[src/rtl/cavlc_pkg.sv]
// Shared types and widths for the CAVLC run_before control path.
package cavlc_pkg;
  localparam int COEF_W = 15;
  localparam int NCOEF  = 16;
  localparam int TC_W   = 5;
  localparam int IDX_W  = 4;
  localparam int LEN_W  = 5;
  localparam int BITS_W = 25;

  typedef enum logic [2:0] {
    S_IDLE,
    S_SCAN,
    S_LAUNCH,
    S_WAIT,
    S_OUT
  } state_t;
endpackage

[src/rtl/cavlc_blk_stats.sv]
// Block statistics: nonzero count, rightmost nonzero index and TotalZeros.
module cavlc_blk_stats
  import cavlc_pkg::*;
(
  input  logic signed [COEF_W-1:0] coef [NCOEF],
  output logic        [TC_W-1:0]   totalcoeff,
  output logic        [IDX_W-1:0]  rightmost,
  output logic        [IDX_W-1:0]  totalzero
);
  logic [TC_W-1:0] tz_full;

  always_comb begin
    totalcoeff = '0;
    rightmost  = '0;
    for (int i = 0; i < NCOEF; i++) begin
      if (coef[i] != '0) begin
        totalcoeff = totalcoeff + TC_W'(1);
        rightmost  = IDX_W'(i);
      end
    end
    // An all-zero block wraps to 1 here; the controller skips it on TotalCoeff==0.
    tz_full   = TC_W'(rightmost) + TC_W'(1) - totalcoeff;
    totalzero = tz_full[IDX_W-1:0];
  end
endmodule

[src/rtl/cavlc_runbefore_ctrl.sv]
// Per-block sequencer: accept block, compute stats, launch run_before engine, hand result downstream.
module cavlc_runbefore_ctrl
  import cavlc_pkg::*;
#(
  parameter int WD_LIMIT = 32
) (
  input  logic                     clk,
  input  logic                     rst,
  input  logic                     blk_valid,
  output logic                     blk_ready,
  input  logic signed [COEF_W-1:0] blk_coef [NCOEF],
  output logic                     rb_enable,
  output logic        [IDX_W-1:0]  rb_rightmost_idx,
  output logic        [TC_W-1:0]   rb_totalcoeff,
  output logic        [IDX_W-1:0]  rb_totalzero,
  output logic signed [COEF_W-1:0] rb_coef [NCOEF],
  input  logic                     rb_finish,
  input  logic        [LEN_W-1:0]  rb_code_length,
  input  logic        [BITS_W-1:0] rb_code_bit,
  output logic                     out_valid,
  input  logic                     out_ready,
  output logic        [TC_W-1:0]   out_totalcoeff,
  output logic        [IDX_W-1:0]  out_totalzero,
  output logic        [LEN_W-1:0]  out_code_length,
  output logic        [BITS_W-1:0] out_code_bit,
  output logic                     out_err
);
  localparam int WD_W = $clog2(WD_LIMIT);
  localparam logic [WD_W-1:0] WD_LAST = WD_W'(WD_LIMIT - 1);

  state_t            state, state_nxt;
  logic [WD_W-1:0]   wd_cnt;
  logic [TC_W-1:0]   st_tc;
  logic [IDX_W-1:0]  st_rm;
  logic [IDX_W-1:0]  st_tz;
  logic              skip;

  cavlc_blk_stats u_stats (
    .coef       (rb_coef),
    .totalcoeff (st_tc),
    .rightmost  (st_rm),
    .totalzero  (st_tz)
  );

  assign skip = (st_tc == '0) || (st_tz == '0);

  always_comb begin
    state_nxt = state;
    blk_ready = 1'b0;
    rb_enable = 1'b0;
    out_valid = 1'b0;
    case (state)
      S_IDLE: begin
        blk_ready = 1'b1;
        if (blk_valid) state_nxt = S_SCAN;
      end
      S_SCAN:   state_nxt = skip ? S_OUT : S_LAUNCH;
      S_LAUNCH: begin
        rb_enable = 1'b1;
        state_nxt = S_WAIT;
      end
      S_WAIT:   if (rb_finish || (wd_cnt == WD_LAST)) state_nxt = S_OUT;
      S_OUT: begin
        out_valid = 1'b1;
        if (out_ready) state_nxt = S_IDLE;
      end
      default:  state_nxt = S_IDLE;
    endcase
  end

  always_ff @(posedge clk) begin
    if (rst) begin
      state            <= S_IDLE;
      wd_cnt           <= '0;
      rb_rightmost_idx <= '0;
      rb_totalcoeff    <= '0;
      rb_totalzero     <= '0;
      for (int i = 0; i < NCOEF; i++) rb_coef[i] <= '0;
      out_totalcoeff   <= '0;
      out_totalzero    <= '0;
      out_code_length  <= '0;
      out_code_bit     <= '0;
      out_err          <= 1'b0;
    end else begin
      state <= state_nxt;
      case (state)
        S_IDLE: if (blk_valid) rb_coef <= blk_coef;
        S_SCAN: begin
          rb_totalcoeff    <= st_tc;
          rb_rightmost_idx <= st_rm;
          rb_totalzero     <= st_tz;
          if (skip) begin
            out_totalcoeff  <= st_tc;
            out_totalzero   <= st_tz;
            out_code_length <= '0;
            out_code_bit    <= '0;
            out_err         <= 1'b0;
          end
        end
        S_LAUNCH: wd_cnt <= '0;
        S_WAIT: begin
          wd_cnt <= wd_cnt + WD_W'(1);
          // The engine clears its outputs on the next edge, so capture on the finish cycle itself.
          if (rb_finish) begin
            out_totalcoeff  <= rb_totalcoeff;
            out_totalzero   <= rb_totalzero;
            out_code_length <= rb_code_length;
            out_code_bit    <= rb_code_bit;
            out_err         <= 1'b0;
          end else if (wd_cnt == WD_LAST) begin
            out_totalcoeff  <= rb_totalcoeff;
            out_totalzero   <= rb_totalzero;
            out_code_length <= '0;
            out_code_bit    <= '0;
            out_err         <= 1'b1;
          end
        end
        default: ;
      endcase
    end
  end
endmodule

[config.mk]
export PLATFORM = sky130hd
export DESIGN_NAME = cavlc_runbefore_ctrl
export DESIGN_NICKNAME = d
export VERILOG_FILES = /design/src/rtl/cavlc_pkg.sv /design/src/rtl/cavlc_blk_stats.sv /design/src/rtl/cavlc_runbefore_ctrl.sv
export SDC_FILE = /design/constraint.sdc
export NUM_CORES = 1
export LEC_CHECK = 0
export CAP_MARGIN = 10
export CORE_AREA = 2 2 223 225
export CTS_BUF_LIST = sky130_fd_sc_hd__clkbuf_2 sky130_fd_sc_hd__clkbuf_4 sky130_fd_sc_hd__clkbuf_8
export DETAILED_ROUTE_END_ITERATION = 8
export DIE_AREA = 0 0 225 227
export HOLD_SLACK_MARGIN = 0.02
export SYNTH_ARGS = -nofsm -noshare
export SYNTH_HDL_FRONTEND = slang
export SYNTH_SLANG_ARGS = --single-unit
[constraint.sdc]
create_clock -name clk -period 11.5 [get_ports clk]
set_input_delay 1.15 -clock clk [delete_from_list [all_inputs] [get_ports clk]]
set_output_delay 1.15 -clock clk [all_outputs]
set_load 0.01 [all_outputs]
; After elaboration in Yosys (flattened, before gate mapping)
; Cells that the tools add are included.
[word_totals]
regBits = 301
in_bits = 275
output_inout_bits = 296
wordCells = 140
[op_classes]
n_addsub = 18
eq_ne = 10
muxes = 60
reduce_logical = 26
[op_table]
columns = operator, count
row1 = 15-bit nonzero test, 16
row2 = 5-bit 2-to-1 mux, 21
row3 = "5-bit by 1-bit adder with 5-bit output, second input constant", 15
row4 = 25-bit 2-to-1 mux, 3
row5 = 25-bit case mux with 2 select lines, 1
row6 = 4-bit 2-to-1 mux, 11
row7 = 5-bit case mux with 2 select lines, 3
row8 = 3-bit 2-to-1 mux, 8
row9 = 3-bit case mux with 5 select lines, 1
row10 = 1-bit 2-to-1 mux, 8
row11 = "2-bit inequality test, second input constant", 4
row12 = 4-bit case mux with 2 select lines, 1
row13 = "3-bit by 2-bit equality test with 1-bit output, second input constant", 2
row14 = 3-bit AND reduction, 2
row15 = "5-bit equality test, second input constant", 1
row16 = 5-bit logical NOT, 1
row17 = "4-bit by 1-bit adder with 4-bit output, second input constant", 1
row18 = 4-bit logical NOT, 1
row19 = 2-bit 2-to-1 mux, 2
row20 = 2-bit nonzero test, 2
row21 = 4-bit subtractor, 1
row22 = "3-bit by 1-bit equality test with 1-bit output, second input constant", 1
row23 = "3-bit equality test, second input constant", 1
row24 = 3-bit logical NOT, 1
row25 = 5 further kinds, 6

; Logic depth before layout (Yosys ltp)
[logic_depth]
ltp_word = 37
ltp_mapped = 54
depth_no_buf = 53

; Modules after synthesis
; A second synthesis with hierarchy kept.
[hier_totals]
hier_cells = 1653
hier_area_um2 = 13410.4
[modules_own_cells]
columns = module, instances, cells_each, area_each_um2, seq_area_each_um2
row1 = cavlc_runbefore_ctrl, 1, 1255, 10471.3, 6025.8
row2 = cavlc_blk_stats, 1, 398, 2939.1, 0.0

; Least setup slack after synthesis
; OpenSTA, ideal clock, no wires.
[synth_timing]
path_kind = reg2reg
start = register rb_coef[212] in the netlist's numbering
end = register out_totalcoeff[2]
setup_ps = 128
t_arrival_ps = 10225
t_required_ps = 11372
path_slack_ps = 1147
stages_incl_launch_ff = 54
n_path_buf = 1
synth_period_minus_slack_ps = 10353
path_cell_list = dfxtp_1 nor4_1 nand4_1 inv_1 ha_1 nor4_1 nand4_1 and2_1 ha_1 nor2b_1 nor2_1 xor2_1 mux2i_1 ha_1 mux2i_1 o31ai_1 and2_1 o21ai_0 [18 not listed] ha_1 nand2_1 o21ai_0 o21ai_0 xor2_1 o221a_2 nand3_1 xnor2_1 ha_1 fa_1 xnor2_1 xnor2_1 xnor2_1 a21oi_2 a211oi_4 buf_4 mux2i_1 nor2_1
[synth_via]
elab_chain_cells = 35
elab_cells_between_ends = 54
classes_between = add/sub: 16 / eq/ne: 1 / mux: 32 / reduce/logical: 5
[synth_lines]
columns = item, line_no
row1 = from (decl), cavlc_runbefore_ctrl.sv:16  ; output logic signed [COEF_W-1:0] rb_coef [NCOEF],
row2 = from (signal assigned), cavlc_runbefore_ctrl.sv:87  ; S_IDLE: if (blk_valid) rb_coef <= blk_coef;
row3 = 15-bit nonzero test *, cavlc_blk_stats.sv:16  ; if (coef[i] != '0) begin
row4 = 5-bit 2-to-1 mux, cavlc_blk_stats.sv:16
row5 = 5-bit by 1-bit adder with 5-bit output, cavlc_blk_stats.sv:17  ; totalcoeff = totalcoeff + TC_W'(1);
row6 = 5-bit 2-to-1 mux, cavlc_blk_stats.sv:16
row7 = 5-bit by 1-bit adder with 5-bit output, cavlc_blk_stats.sv:17
row8 = 5-bit 2-to-1 mux, cavlc_blk_stats.sv:16
row9 = 5-bit by 1-bit adder with 5-bit output, cavlc_blk_stats.sv:17
row10 = 5-bit 2-to-1 mux, cavlc_blk_stats.sv:16
row11 = [19 not listed], n/a
row12 = 5-bit 2-to-1 mux, cavlc_blk_stats.sv:16
row13 = 5-bit by 1-bit adder with 5-bit output, cavlc_blk_stats.sv:17
row14 = 5-bit 2-to-1 mux, cavlc_blk_stats.sv:16
row15 = 4-bit subtractor, cavlc_blk_stats.sv:22  ; tz_full = TC_W'(rightmost) + TC_W'(1) - totalcoeff;
row16 = 4-bit logical NOT, cavlc_runbefore_ctrl.sv:45  ; assign skip = (st_tc == '0) || (st_tz == '0);
row17 = 1-bit logical OR, cavlc_runbefore_ctrl.sv:45
row18 = 2-bit inequality test (no line), n/a
row19 = 3-bit AND reduction (no line), n/a
row20 = to (signal assigned), cavlc_runbefore_ctrl.sv:93  ; out_totalcoeff <= st_tc;
row21 = to (signal assigned), cavlc_runbefore_ctrl.sv:105  ; out_totalcoeff <= rb_totalcoeff;
row22 = to (signal assigned), cavlc_runbefore_ctrl.sv:111  ; out_totalcoeff <= rb_totalcoeff;
row23 = to (decl), cavlc_runbefore_ctrl.sv:22  ; output logic [TC_W-1:0] out_totalcoeff,
; Mark *: on every way between the ends. The rest lies on a longest branch, timed or not. The select of a mux whose other input is x is not followed.
; A chain may end at the register's enable or synchronous reset.

; Worst setup path after layout
[layout_timing]
start = register rb_coef[212] in the netlist's numbering
end = register out_code_bit[8]
[layout_via]
elab_chain_cells = 35
elab_cells_between_ends = 52
classes_between = add/sub: 16 / eq/ne: 1 / mux: 30 / reduce/logical: 5
[layout_lines]
columns = item, line_no
row1 = 15-bit nonzero test *, cavlc_blk_stats.sv:16
row2 = 5-bit 2-to-1 mux, cavlc_blk_stats.sv:16
row3 = 5-bit by 1-bit adder with 5-bit output, cavlc_blk_stats.sv:17
row4 = 5-bit 2-to-1 mux, cavlc_blk_stats.sv:16
row5 = 5-bit by 1-bit adder with 5-bit output, cavlc_blk_stats.sv:17
row6 = 5-bit 2-to-1 mux, cavlc_blk_stats.sv:16
row7 = 5-bit by 1-bit adder with 5-bit output, cavlc_blk_stats.sv:17
row8 = 5-bit 2-to-1 mux, cavlc_blk_stats.sv:16
row9 = [19 not listed], n/a
row10 = 5-bit 2-to-1 mux, cavlc_blk_stats.sv:16
row11 = 5-bit by 1-bit adder with 5-bit output, cavlc_blk_stats.sv:17
row12 = 5-bit 2-to-1 mux, cavlc_blk_stats.sv:16
row13 = 4-bit subtractor, cavlc_blk_stats.sv:22
row14 = 4-bit logical NOT, cavlc_runbefore_ctrl.sv:45
row15 = 1-bit logical OR *, cavlc_runbefore_ctrl.sv:45
row16 = 2-bit inequality test (no line) *, n/a
row17 = 3-bit AND reduction (no line) *, n/a
row18 = to (signal assigned), cavlc_runbefore_ctrl.sv:108  ; out_code_bit <= rb_code_bit;
row19 = to (decl), cavlc_runbefore_ctrl.sv:25  ; output logic [BITS_W-1:0] out_code_bit,
; Mark *: on every way between the ends. The rest lies on a longest branch, timed or not.

==> report_table.html <==
<table>
<tr><th>Metric</th><th>Value</th></tr>
<tr><th colspan="2">Timing</th></tr>
<tr><td>Final period util</td><td>0.943</td></tr>
<tr><td>Total count of hold-check failures in the final report</td><td>0</td></tr>
<tr><td>Max-slew violation total from the final report</td><td>0</td></tr>
<tr><td>Least-Margin Pin Slew</td><td>1.00 ns</td></tr>
<tr><td>Relative slew margins</td><td>0.326</td></tr>
<tr><td>Peak clock frequency supported by timing</td><td>92.2 MHz</td></tr>
<tr><td>Number of failing setup endpoints in the final timing report</td><td>0</td></tr>
<tr><td>Final setup skew</td><td>0.0414 ns</td></tr>
<tr><td>Final min period</td><td>10.84 ns</td></tr>
<tr><th colspan="2">Synthesis</th></tr>
<tr><td>Post-synth design cell area</td><td>about 13000 µm²</td></tr>
<tr><td>Post-Synthesis Net Count</td><td>between 1500 and 2000</td></tr>
<tr><td>Sequential area share after synthesis</td><td>0.455</td></tr>
<tr><td>Distinct cell type count after synthesis</td><td>a little over 70</td></tr>
<tr><td>Cells after Synth</td><td>1680</td></tr>
<tr><td>Number of warnings issued by yosys</td><td>0</td></tr>
<tr><td>Most used flip-flop cell after synthesis</td><td>dfxtp_1</td></tr>
<tr><td>Post-Syn Area per Cell</td><td>a little under 8 µm²</td></tr>
<tr><td>Fraction of registers with async set or reset after synthesis</td><td>0</td></tr>
<tr><td>Number of storage elements in the synthesis netlist</td><td>between 300 and 400</td></tr>
<tr><td>Number of flops mapped to enable cells by yosys</td><td>0</td></tr>
<tr><th colspan="2">Global route</th></tr>
<tr><td>Met3 Track Usage GR</td><td>0.0506</td></tr>
<tr><td>Global-route usage over all layers</td><td>0.180</td></tr>
<tr><td>Most Crowded Layer GR</td><td>met2</td></tr>
<tr><td>Number of antenna violations at the first check in global routing</td><td>1</td></tr>
<tr><td>Met1 usage in global routing</td><td>0.209</td></tr>
<tr><td>Pin count of the biggest net entering global routing</td><td>120</td></tr>
<tr><td>Number of global-route vias before repair</td><td>~14000</td></tr>
<tr><td>GR Overflow Total</td><td>0</td></tr>
<tr><td>GR met2 Demand/Resource</td><td>0.312</td></tr>
<tr><td>Wire length of the first global-routing pass</td><td>around 74 mm</td></tr>
<tr><th colspan="2">Die</th></tr>
<tr><td>Number of primary I/O pins</td><td>approximately 570</td></tr>
<tr><td>Standard-cell rows</td><td>81</td></tr>
<tr><td>Die footprint</td><td>51100 µm²</td></tr>
<tr><td>Horizontal die dimension</td><td>approximately 230 µm</td></tr>
<tr><td>Chip height</td><td>227 µm</td></tr>
<tr><td>Area of the placeable core</td><td>48500 µm²</td></tr>
<tr><td>Initial core utilization</td><td>0.273</td></tr>
<tr><th colspan="2">Clocking</th></tr>
<tr><td>H-Tree Depth</td><td>2</td></tr>
<tr><td>TritonCTS Buffers</td><td>53</td></tr>
<tr><td>CTS clock-pin slew for the worst setup and hold paths</td><td>about 0.070 ns</td></tr>
<tr><td>Clock sinks</td><td>301</td></tr>
<tr><td>Clock latency at the later pin of the worst-skew pair</td><td>0.63 ns</td></tr>
<tr><td>Maximum number of buffers from clock root to sink</td><td>3</td></tr>
<tr><td>Clock tree root driver cell</td><td>clkbuf_8</td></tr>
<tr><td>CTS tree</td><td>yes</td></tr>
<tr><th colspan="2">Layout</th></tr>
<tr><td>Fraction of the core area covered by cells at the end of the flow</td><td>0.429</td></tr>
<tr><td>Non-filler cells, final</td><td>~2900</td></tr>
<tr><td>Number of inserted filler cells in the final layout</td><td>a little under 5000</td></tr>
<tr><td>Layout cells sized above 1</td><td>0.0778</td></tr>
<tr><td>Total Nets Final</td><td>2521</td></tr>
<tr><td>Syn-to-layout area delta</td><td>57.2%</td></tr>
<tr><th colspan="2">Route</th></tr>
<tr><td>Vias</td><td>14000</td></tr>
<tr><td>DRC violation count after routing</td><td>0</td></tr>
<tr><td>Total Routed Length</td><td>roughly 50 mm</td></tr>
<tr><td>Iter 0 DRT Violations</td><td>just over 600</td></tr>
<tr><td>First-pass iteration count of the detailed router</td><td>5</td></tr>
<tr><td>Wire per inst</td><td>17.0 µm</td></tr>
<tr><td>Count of antenna-violating nets left after detailed routing</td><td>0</td></tr>
<tr><td>Avg Vias per Cell</td><td>4.84</td></tr>
<tr><th colspan="2">Placed design</th></tr>
<tr><td>Count of placed standard cells including taps</td><td>2779</td></tr>
<tr><td>Final weighted congestion in routability-driven placement</td><td>about 0.84</td></tr>
<tr><td>Port-buffer cells</td><td>570</td></tr>
<tr><td>Dpl hpwl</td><td>36.2 mm</td></tr>
<tr><th colspan="2">Setup path</th></tr>
<tr><td>Crit path capture type</td><td>flop</td></tr>
<tr><td>Crit path max-delay cell type</td><td>fa_1</td></tr>
<tr><td>Crit Path Class</td><td>reg -&gt; reg</td></tr>
<tr><td>Highest fanout seen on the critical path</td><td>15</td></tr>
<tr><td>CP required</td><td>12.02 ns</td></tr>
<tr><td>Critical Path Source Type</td><td>flop</td></tr>
<tr><td>Peak per-stage delay on the critical path</td><td>0.43 ns</td></tr>
<tr><td>Worst Path Arrival</td><td>11.36 ns</td></tr>
<tr><td>Cell type with the highest occurrence count on the critical path</td><td>ha_1</td></tr>
<tr><th colspan="2">Job</th></tr>
<tr><td>Count of maximum capacitance violations</td><td>0</td></tr>
<tr><th colspan="2">Min path</th></tr>
<tr><td>Hold crit path type</td><td>reg -&gt; reg</td></tr>
<tr><th colspan="2">Run status</th></tr>
<tr><td>Status</td><td>complete, no violations</td></tr>
</table>
## cell usage after synthesis (6+ instances only)
cell | number | area [µm²]
nand2_1 | 548 | 2060
dfxtp_1 | 301 | 6030
a21oi_1 | 266 | 1330
clkbuf_1 | 103 | 387
nor4_1 | 53 | 332
nor2_1 | 52 | 195
a22o_1 | 31 | 272
nor3_1 | 31 | 155
xnor2_1 | 31 | 272
nand4_1 | 21 | 131
ha_1 | 20 | 250
inv_1 | 16 | 60.1
nand3_1 | 15 | 75.1
o21ai_0 | 14 | 70.1
a311oi_1 | 10 | 87.6
mux2i_1 | 10 | 100
xor2_1 | 9 | 78.8
and3_1 | 8 | 50.1
or4_1 | 8 | 60.1
and2_1 | 7 | 43.8
nor2b_1 | 7 | 43.8
nor3b_1 | 7 | 52.6
o31ai_1 | 6 | 45.0
or3_1 | 6 | 37.5
## cell type report
cell class                 instances  area (µm²)  area share
sequential                       301        6030       0.289
multi-input combinational       1253        6870       0.330
clock buffer                      82        1040      0.0500
inverter                          18        67.6     0.00324
tap                              622         778      0.0374
timing repair buffer             598        5930       0.285
antenna                            1        2.50    0.000120
clock inverter                    11         120     0.00577
## critical path: cells and delay by family, from the launching register on
kind / cells / cell delay, ns
simple gates: 16 / 2.29
compound gates: 12 / 2.10
buf+inv: 2 / 0.29
mux: 5 / 1.01
fa+ha+maj: 9 / 2.92
flops: 1 / 0.33
xor+xnor: 9 / 1.78
## flip-flops by register name, indices dropped and copies added, names as in the netlist
name and cells:
rb_rightmost_idx 4, out_code_bit 25, state 3, out_code_length 5
rb_totalcoeff 5, rb_totalzero 4, out_err 1, wd_cnt 5
out_totalcoeff 5, rb_coef 240, out_totalzero 4
## placed cells by master, fill, tap and decap left out, types with 5 or more instances in the layout
cell type        synthesis  layout
nor3_1                  31      31
buf_4                    2      25
a211oi_1                 5       5
nor4_1                  53      47
or4_1                    8       8
clkbuf_8                 0      69
clkinv_2                 0       5
mux2i_1                 10       9
o21ai_0                 14      12
xor2_1                   9       8
xnor2_1                 31      30
and3_1                   8       8
or3_1                    6       6
xnor2_2                  5       6
nor4_2                   1       7
nor2_1                  52      51
a311oi_1                10      10
a21oi_1                266     266
nand4_1                 21      21
nand3_1                 15      15
o22ai_1                  5       5
ha_1                    20      20
xnor3_1                  5       5
nand2_1                548     547
nor2b_1                  7       6
o31ai_1                  6       5
nor3b_1                  7       7
a22o_1                  31      31
clkdlybuf4s50_1          0     569
dfxtp_1                301     301
clkbuf_4                 0      14
inv_1                   16      16
## worst paths after layout
check                                    from                               end  slack, ns  depth (start not counted)
max                 rb_coef[212]$_SDFFE_PP0P_      out_code_bit[8]$_SDFFE_PP0P_       0.66                         53
min          rb_rightmost_idx[0]$_SDFFE_PP0P_  rb_rightmost_idx[0]$_SDFFE_PP0P_       0.46                          2
max reg2reg         rb_coef[212]$_SDFFE_PP0P_      out_code_bit[8]$_SDFFE_PP0P_       0.66                         53
min reg2reg  rb_rightmost_idx[0]$_SDFFE_PP0P_  rb_rightmost_idx[0]$_SDFFE_PP0P_       0.46                          2
## routing by layer
layer / share of wire / vias to the layer above
li1: - / 6880
met1: 0.41 / 6511
met2: 0.49 / 488
met3: 0.075 / 85
met4: 0.032 / 0
met5: 0 / -
## stage by stage
step	area, µm²	setup WS (ns)	hold slack, ns	TNS (ns)
after floorplan	13300	1.15	0.466	0
after global placement	19500	0.158	0.455	0
after detailed placement	19500	-0.316	0.455	-9.10
after CTS	20600	0.0694	0.463	0
after global routing	20800	-0.0368	0.487	-0.749
final	20800	0.656	0.463	0
## kinds of logic after synthesis
kind of cell             share of synthesized area
multiplexers                                0.0110
XOR/XNOR                                    0.0506
flip-flops                                   0.455
AND/OR/NAND/NOR                              0.256
adder cells (fa/ha/maj)                     0.0204
buffers and inverters                       0.0369
AO/OA/AOI/OAI                                0.170
## timing repair
| item | in CTS | in global routing |
|---|---|---|
| endpoints found under the setup margin | 30 | 43 |
| hold endpoints to repair | 0 | 0 |
| hold buffers | 0 | 0 |
| pin swaps | 0 | 8 |
| gates cloned | 0 | 2 |
| setup buffers | 0 | 10 |
| resized for setup | 1 | 22 |
Power is left out: the tool's default activity adds up to more than one toggle a clock period on the data nets, which glitch-free logic cannot reach.
